$ cat config.mk
export PLATFORM = sky130hd
export DESIGN_NAME = midi_msg_parser
export DESIGN_NICKNAME = d
export VERILOG_FILES = /design/src/rtl/midi_msg_parser.sv
export SDC_FILE = /design/constraint.sdc
export NUM_CORES = 1
export LEC_CHECK = 0
export CELL_PAD_IN_SITES_DETAIL_PLACEMENT = 0
export CELL_PAD_IN_SITES_GLOBAL_PLACEMENT = 1
export CORE_MARGIN = 2
export CORE_UTILIZATION = 39
export DETAILED_ROUTE_END_ITERATION = 16
export HOLD_SLACK_MARGIN = 0.06
export PLACE_DENSITY = 0.79
export SLEW_MARGIN = 0
export SYNTH_ARGS = -nofsm -noshare
export SYNTH_HDL_FRONTEND = slang
export SYNTH_SLANG_ARGS = --single-unit
$ cat constraint.sdc
create_clock -name clk -period 2.6 [get_ports clk]
set_clock_uncertainty 0.05 [all_clocks]
set_input_delay 0.65 -clock clk [delete_from_list [all_inputs] [get_ports clk]]
set_output_delay 0.65 -clock clk [all_outputs]
set_load 0.03 [all_outputs]
$ cat src/rtl/midi_msg_parser.sv
// Decodes a MIDI byte stream into single-cycle channel-voice events and real-time pulses.
// Latency: events and rt_* pulses are registered on the clk edge that samples the deciding byte.
// Backpressure: none; one byte is accepted per rx_ready strobe and every strobe is consumed.
module midi_msg_parser #(
    parameter bit VEL0_IS_OFF = 1'b1
) (
    input  logic       clk,
    input  logic       reset,
    input  logic [7:0] rx_data,
    input  logic       rx_ready,
    input  logic [3:0] channel,
    input  logic       omni,
    output logic       ev_valid,
    output logic [2:0] ev_type,
    output logic [3:0] ev_chan,
    output logic [6:0] ev_d1,
    output logic [6:0] ev_d2,
    output logic       rt_clock,
    output logic       rt_start,
    output logic       rt_stop,
    output logic [1:0] parse_state
);

    // Running status is valid exactly when the FSM is in WAIT_D1 or WAIT_D2;
    // IDLE and SYSEX both mean "no usable status".
    typedef enum logic [1:0] {
        IDLE    = 2'd0,
        WAIT_D1 = 2'd1,
        WAIT_D2 = 2'd2,
        SYSEX   = 2'd3
    } state_t;

    state_t     state_q, state_nxt;
    logic [6:0] status_q, status_nxt;   // bit 7 of a status byte is always 1, not stored
    logic [6:0] d1_q, d1_nxt;

    logic       emit;
    logic [6:0] emit_d1;
    logic [6:0] emit_d2;
    logic [2:0] emit_type;
    logic       chan_ok;
    logic       one_byte;
    logic       is_rt;
    logic       rt_clock_c, rt_start_c, rt_stop_c;

    // Cx (program change) and Dx (channel pressure) carry a single data byte.
    assign one_byte = (status_q[6:5] == 2'b10);
    assign is_rt    = (rx_data[7:3] == 5'b11111);

    // Filter is evaluated against channel/omni as they stand when the message completes.
    assign chan_ok  = omni || (status_q[3:0] == channel);

    // Status high nibble 8..E maps directly onto event types 0..6 via bits [6:4].
    always_comb begin
        emit_type = status_q[6:4];
        if (VEL0_IS_OFF && (status_q[6:4] == 3'd1) && (emit_d2 == 7'd0)) begin
            emit_type = 3'd0;
        end
    end

    // State register; an asynchronous reset discards any partial message.
    always_ff @(posedge clk or posedge reset) begin
        if (reset) begin
            state_q  <= IDLE;
            status_q <= 7'd0;
            d1_q     <= 7'd0;
        end else begin
            state_q  <= state_nxt;
            status_q <= status_nxt;
            d1_q     <= d1_nxt;
        end
    end

    // Next-state decode: classify the strobed byte and decide whether it completes a message.
    always_comb begin
        state_nxt  = state_q;
        status_nxt = status_q;
        d1_nxt     = d1_q;
        emit       = 1'b0;
        emit_d1    = 7'd0;
        emit_d2    = 7'd0;
        rt_clock_c = 1'b0;
        rt_start_c = 1'b0;
        rt_stop_c  = 1'b0;
        if (rx_ready) begin
            if (is_rt) begin
                // Real-time bytes interleave transparently; only 0xFF disturbs parsing.
                case (rx_data[2:0])
                    3'd0:    rt_clock_c = 1'b1;
                    3'd2,
                    3'd3:    rt_start_c = 1'b1;
                    3'd4:    rt_stop_c  = 1'b1;
                    3'd7:    state_nxt  = IDLE;
                    default: ;
                endcase
            end else if (rx_data[7]) begin
                if (rx_data[7:4] != 4'hF) begin
                    status_nxt = rx_data[6:0];
                    state_nxt  = WAIT_D1;
                end else if (rx_data == 8'hF0) begin
                    state_nxt  = SYSEX;
                end else begin
                    // System common (incl. F7 end-of-SysEx) cancels running status.
                    state_nxt  = IDLE;
                end
            end else begin
                case (state_q)
                    WAIT_D1: begin
                        d1_nxt = rx_data[6:0];
                        if (one_byte) begin
                            emit    = 1'b1;
                            emit_d1 = rx_data[6:0];
                        end else begin
                            state_nxt = WAIT_D2;
                        end
                    end
                    WAIT_D2: begin
                        emit      = 1'b1;
                        emit_d1   = d1_q;
                        emit_d2   = rx_data[6:0];
                        state_nxt = WAIT_D1;
                    end
                    default: ;
                endcase
            end
        end
    end

    // Output registers: pulses last one clock, event fields hold until the next accepted event.
    always_ff @(posedge clk or posedge reset) begin
        if (reset) begin
            ev_valid <= 1'b0;
            ev_type  <= 3'd0;
            ev_chan  <= 4'd0;
            ev_d1    <= 7'd0;
            ev_d2    <= 7'd0;
            rt_clock <= 1'b0;
            rt_start <= 1'b0;
            rt_stop  <= 1'b0;
        end else begin
            ev_valid <= emit && chan_ok;
            rt_clock <= rt_clock_c;
            rt_start <= rt_start_c;
            rt_stop  <= rt_stop_c;
            if (emit && chan_ok) begin
                ev_type <= emit_type;
                ev_chan <= status_q[3:0];
                ev_d1   <= emit_d1;
                ev_d2   <= emit_d2;
            end
        end
    end

    assign parse_state = state_q;

endmodule

# Word level (Yosys, flattened, before mapping)
# Index checks and enable logic that the tools add are counted.
dict set report classes {
  n_eq_ne 14
  n_mux 31
  n_bitwise 2
  reduce_logical 10
}
# op n
set op_table {}
lappend op_table {{7-bit two-way mux} 8}
lappend op_table {{7-bit case mux with 2 select lines} 1}
lappend op_table {{1-bit two-way mux} 13}
lappend op_table {{2-bit two-way mux} 6}
lappend op_table {{4-bit AND reduction} 3}
lappend op_table {{8-bit equality test (second input constant)} 1}
lappend op_table {{4-bit != test (second input constant)} 2}
lappend op_table {{7-bit logical NOT} 1}
lappend op_table {{3-bit by 2-bit equality test with 1-bit output (second input constant)} 2}
lappend op_table {{3-bit equality test (second input constant)} 2}
lappend op_table {{5-bit equality test (second input constant)} 1}
lappend op_table {{2-bit equality test (second input constant)} 2}
lappend op_table {{4-bit equality test} 1}
lappend op_table {{2-bit case mux with 2 select lines} 1}
lappend op_table {{4-bit nonzero test} 1}
lappend op_table {{3-bit by 1-bit equality test with 1-bit output (second input constant)} 1}
lappend op_table {{3-bit logical NOT} 1}
lappend op_table {{3-bit two-way mux} 1}
lappend op_table {{2-bit by 1-bit equality test with 1-bit output (second input constant)} 1}
lappend op_table {{1-bit logical AND} 2}
lappend op_table {{2-bit by 1-bit != test with 1-bit output (second input constant)} 1}
lappend op_table {{1-bit inverter} 2}
lappend op_table {{1-bit case mux with 2 select lines} 1}
lappend op_table {{2-bit OR reduction} 1}
lappend op_table {{1-bit logical OR} 1}
dict set report word_totals {
  reg_bits 41
  out_inout_bits 27
  word_cells 68
}

# Depth between registers and ports, before layout
dict set report logic_depth {
  ltp_word 8
  ltp_mapped 8
}

# Worst setup path after synthesis
# OpenSTA, ideal clock, no wires.
dict set report synth_path {
  path_type {register -> register}
  start {reg state_q[0], in the netlist parse_state[0]}
  end {reg ev_d1[0]}
  arrival_time_ns 2.185
  required_time_ns 2.422
  slack_ns 0.238
  path_stages_with_launch 8
  n_path_buf 2
  path_cell_list {dfrtp_1 > inv_1 > ha_1 > or2_2 > buf_2 > nor4b_4 > buf_6 > mux2_1}
}
dict set report synth_via {
  elab_chain_len 6
  elab_cells_between_ends 11
  cone_classes {2 x eq/ne; 8 x mux; 1 x reduce/logical}
}
# item line
set synth_rtl {}
lappend synth_rtl {{start, declared} 33} ;# state_t state_q, state_nxt;
lappend synth_rtl {{start signal, assigned} 68} ;# state_q <= state_nxt;
lappend synth_rtl {{2-bit equality test or 2-bit by 1-bit equality test with 1-bit output (tied branches)} 107} ;# case (state_q)
lappend synth_rtl {{1-bit case mux with 2 select lines} 107}
lappend synth_rtl {{1-bit two-way mux} 96} ;# end else if (rx_data[7]) begin
lappend synth_rtl {{1-bit two-way mux} 86} ;# if (is_rt) begin
lappend synth_rtl {{1-bit two-way mux} 85} ;# if (rx_ready) begin
lappend synth_rtl {{1-bit logical AND} 145} ;# if (emit && chan_ok) begin
lappend synth_rtl {{end signal, assigned} 148} ;# ev_d1 <= emit_d1;
lappend synth_rtl {{end, declared} 16} ;# output logic [6:0] ev_d1,
# Several ways; a longest one is shown, not always the timed one.
# A chain may end at the register's enable or synchronous reset.

# Worst setup path after layout
dict set report layout_path {
  start {in channel[1]}
  end {reg ev_d1[1]}
}
dict set report layout_via {
  elab_chain_len 3
}
# item line
set layout_rtl {}
lappend layout_rtl {{start, declared} 11} ;# input logic [3:0] channel,
lappend layout_rtl {{4-bit equality test} 51} ;# assign chan_ok = omni || (status_q[3:0] == channel);
lappend layout_rtl {{1-bit logical OR} 51}
lappend layout_rtl {{1-bit logical AND} 145}
# No other way between the ends.

==> impl_metrics.env <==
export IMPL_yosysWarnings=0
export IMPL_syn_nets=171
export IMPL_place_area_sq_um=2440
export IMPL_worstSetupPathType="input port to register"
export IMPL_first_global_vias=1419
export IMPL_rows=25
export IMPL_final_layout_size_suffix_gt1_frac=0.208
export IMPL_r2r_start="parse_state[1]"
export IMPL_slowest_delay_ps=470
export IMPL_final_min_clock_period_ps=2290
export IMPL_clock_sinks=41
export IMPL_ys_flop_type="dfrtp_1"
export IMPL_detail_route_antenna_nets=0
export IMPL_hpwl_microns=3000
export IMPL_cts_max_level=2
export IMPL_status="completed"
export IMPL_grt_max_degree=42
export IMPL_critPathCaptureType="register"
export IMPL_multi_input_area_sq_um=771
export IMPL_cts_buffers=5
export IMPL_synth_edf_count=0
export IMPL_cpMaxStageDelayCell="clkdlybuf4s50_1"
export IMPL_core_sq_um=4690
export IMPL_fmax_mhz=437
export IMPL_cap_violations=0
export IMPL_finalHoldViolations=0
export IMPL_postLayoutCellArea_sq_um=2540
export IMPL_required_ps=2720
export IMPL_gp_congestion=0.861
export IMPL_drtIter0Drc=43
export IMPL_r2r_slack_ps=350
export IMPL_route_detailed_drc=0
export IMPL_pwr_share_comb=0.434
export IMPL_switching_power_uw=914
export IMPL_rr_worst_depth=7
export IMPL_netlist_area_sq_um=1890
export IMPL_tightestPinTransition_ps=507
export IMPL_clk_latency_ps=290
export IMPL_finalMaxSlewViolations=0
export IMPL_insertedDiodeCount=0
export IMPL_hp_start="ev_d1[0]"
export IMPL_hp_class="register to register"
export IMPL_synth_area_leaders="dfrtp_1 (54%), mux2_2 (9.5%), mux2_1 (6.5%)"
export IMPL_cp_data_arrival_time_ps=2410
export IMPL_area_delta_synth_final_pct=34.1
export IMPL_async_flop_share=1.00
export IMPL_clockPowerShare=0.180
export IMPL_start_kind="input port"
export IMPL_syn_avg_cell_area_sq_um=12.4
export IMPL_die_y_microns=73.7
export IMPL_wl_per_cell_microns=15.7
export IMPL_p_seq_frac=0.386
export IMPL_drt_wl_total_microns=4100
export IMPL_grt_first_pass_wirelength_microns=6820
export IMPL_p_int_uw=1590
export IMPL_worstPathMaxFanout=7
export IMPL_die_w_microns=73.7
export IMPL_synth_top_area_share=0.542
export IMPL_grt_use_total=0.167
export IMPL_cts_tree="built"
export IMPL_num_vias=1349
export IMPL_rsz0062_at_grt="false"
export IMPL_yosysTopAreaCell="dfrtp_1"
export IMPL_io_buffers=42
export IMPL_first_pass_iters=4
export IMPL_power_density_nw_per_um2=986
export IMPL_r2r_end="ev_d1[1]"
export IMPL_cts_root_buf="clkbuf_8"
export IMPL_finalSetupViolations=0
export IMPL_ir_worst_vdd_mv=0.533
export IMPL_p_sw_frac=0.365
export IMPL_leakagePower_uw=0.00110
export IMPL_slew_headroom=0.662
export IMPL_ctsResizeCount=0
export IMPL_n_fill_cell=401
export IMPL_initial_utilization=0.404
export IMPL_crit_chain="clkdlybuf4s50_1 -> xnor2_1 -> a41oi_1 -> nor4b_4 -> buf_4 -> mux2_1"
export IMPL_gr_total_overflow=0
export IMPL_ys_seq_area_frac=0.542
export IMPL_ys_types=33
export IMPL_finalCritPeriodShare=0.880
export IMPL_hold_buffers=0
export IMPL_die_area_sq_um=5430
export IMPL_clockBufferDepth=2
export IMPL_nets=224
export IMPL_hold_end="ev_d1[0]"
export IMPL_cts_reportedPaths_clkPinSlew_ps=80
export IMPL_layout_common_cells="clkdlybuf4s50_1 (42), dfrtp_1 (41), mux2_2 (16)"
export IMPL_ios=43
export IMPL_seq_area_sq_um=1030
export IMPL_final_common_cell="clkdlybuf4s50_1"
export IMPL_min_delay_path_depth=1
export IMPL_drt_vias_per_instance=5.17
export IMPL_synth_seq_cells=41
export IMPL_synth_cells=153
export IMPL_post_cts_setup_buffer_count=0
export IMPL_power_uw=2500
export IMPL_antenna_found_initial=0
-- flip-flops by register name, summed over array words and instances (netlist names) --
signal and flops:
ev_type 3, ev_chan 4, rt_clock 1, ev_d2 7, rt_start 1, ev_valid 1
status_q 7, rt_stop 1, parse_state 2, ev_d1 7, d1_q 7
-- power groups by stage --
stage / sequential, uW / clock [uW] / combinational, uW
2_1_floorplan: 1240 / 0 / 405
4_1_cts: 970 / 466 / 1100
3_3_place_gp: 965 / 0 / 1080
5_1_grt: 1000 / 499 / 1170
3_5_place_dp: 980 / 0 / 1090
6_report: 966 / 451 / 1090
-- routing by layer --
layer / vias up / track usage / share of wire
met3: 8 / 0.0425 / 0.047
met5: - / 0 / 0
met4: 0 / 0.0525 / 0.014
met2: 34 / 0.274 / 0.48
li1: 639 / - / -
met1: 668 / 0.217 / 0.46
-- cell type report --
class,count,share of cell area
clock buffers,7,0.0379
clock inverters,1,0.00197
repair buffers,56,0.212
flip-flops and latches,41,0.404
well taps,54,0.0266
multi-input cells,92,0.303
inverters,10,0.0148
-- critical path: cells and delay by family --
family                    cells  cell delay (ps)
AOI/OAI and AO/OA             1              200
buffers and inverters         2              700
and+or+nand+nor               1              390
muxes                         1              330
xor gates and xnor gates      1              120
-- Yosys cell counts (2+ instances only) --
master     n
inv_1     10
a22oi_1    7
mux2_1    11
nor4b_1    2
dfrtp_1   41
nand4_1    2
o22a_1     2
nand2_1   10
nor2_1    11
ha_1       2
mux2_2    16
and3b_1    2
mux2i_1    8
xnor2_1    4
buf_6      2
clkbuf_1   3
buf_2      3
nand3_1    2
-- how the worst max path moves through the flow --
stage / start / endpoint / slack, ps
2_1_floorplan: parse_state[0] / ev_d1[0] / 240
3_3_place_gp: channel[2] / ev_d1[0] / 40
5_1_grt: parse_state[1] / ev_d1[1] / 220
3_5_place_dp: channel[1] / ev_d1[1] / -8
4_1_cts: channel[1] / ev_d1[1] / 300
6_report: channel[1] / ev_d1[1] / 310
-- cell families (layout without fill, tap and decap cells) --
family,after synthesis,in the layout,synth area share
fa+ha+maj,2,2,0.0132
xor+xnor,4,4,0.0185
flops,41,41,0.542
mux,35,35,0.203
buf+inv,20,74,0.0515
simple gates,36,36,0.108
compound gates,15,15,0.0641
-- per-stage QoR --
| stage | utilization | TNS [ps] | hold WS [ps] | cells | worst slack, ps |
|---|---|---|---|---|---|
| after floorplan | - | 0 | 404 | 153 | 238 |
| after global placement | 0.520 | 0 | 420 | 253 | 41.4 |
| after CTS | 0.542 | 0 | 443 | 261 | 298 |
| after detailed placement | 0.520 | -8.02 | 424 | 253 | -8.02 |
| after global routing | 0.542 | 0 | 464 | 261 | 225 |
| final | 0.542 | 0 | 439 | 261 | 311 |
Note: power is estimated with default switching activity, not from simulation.
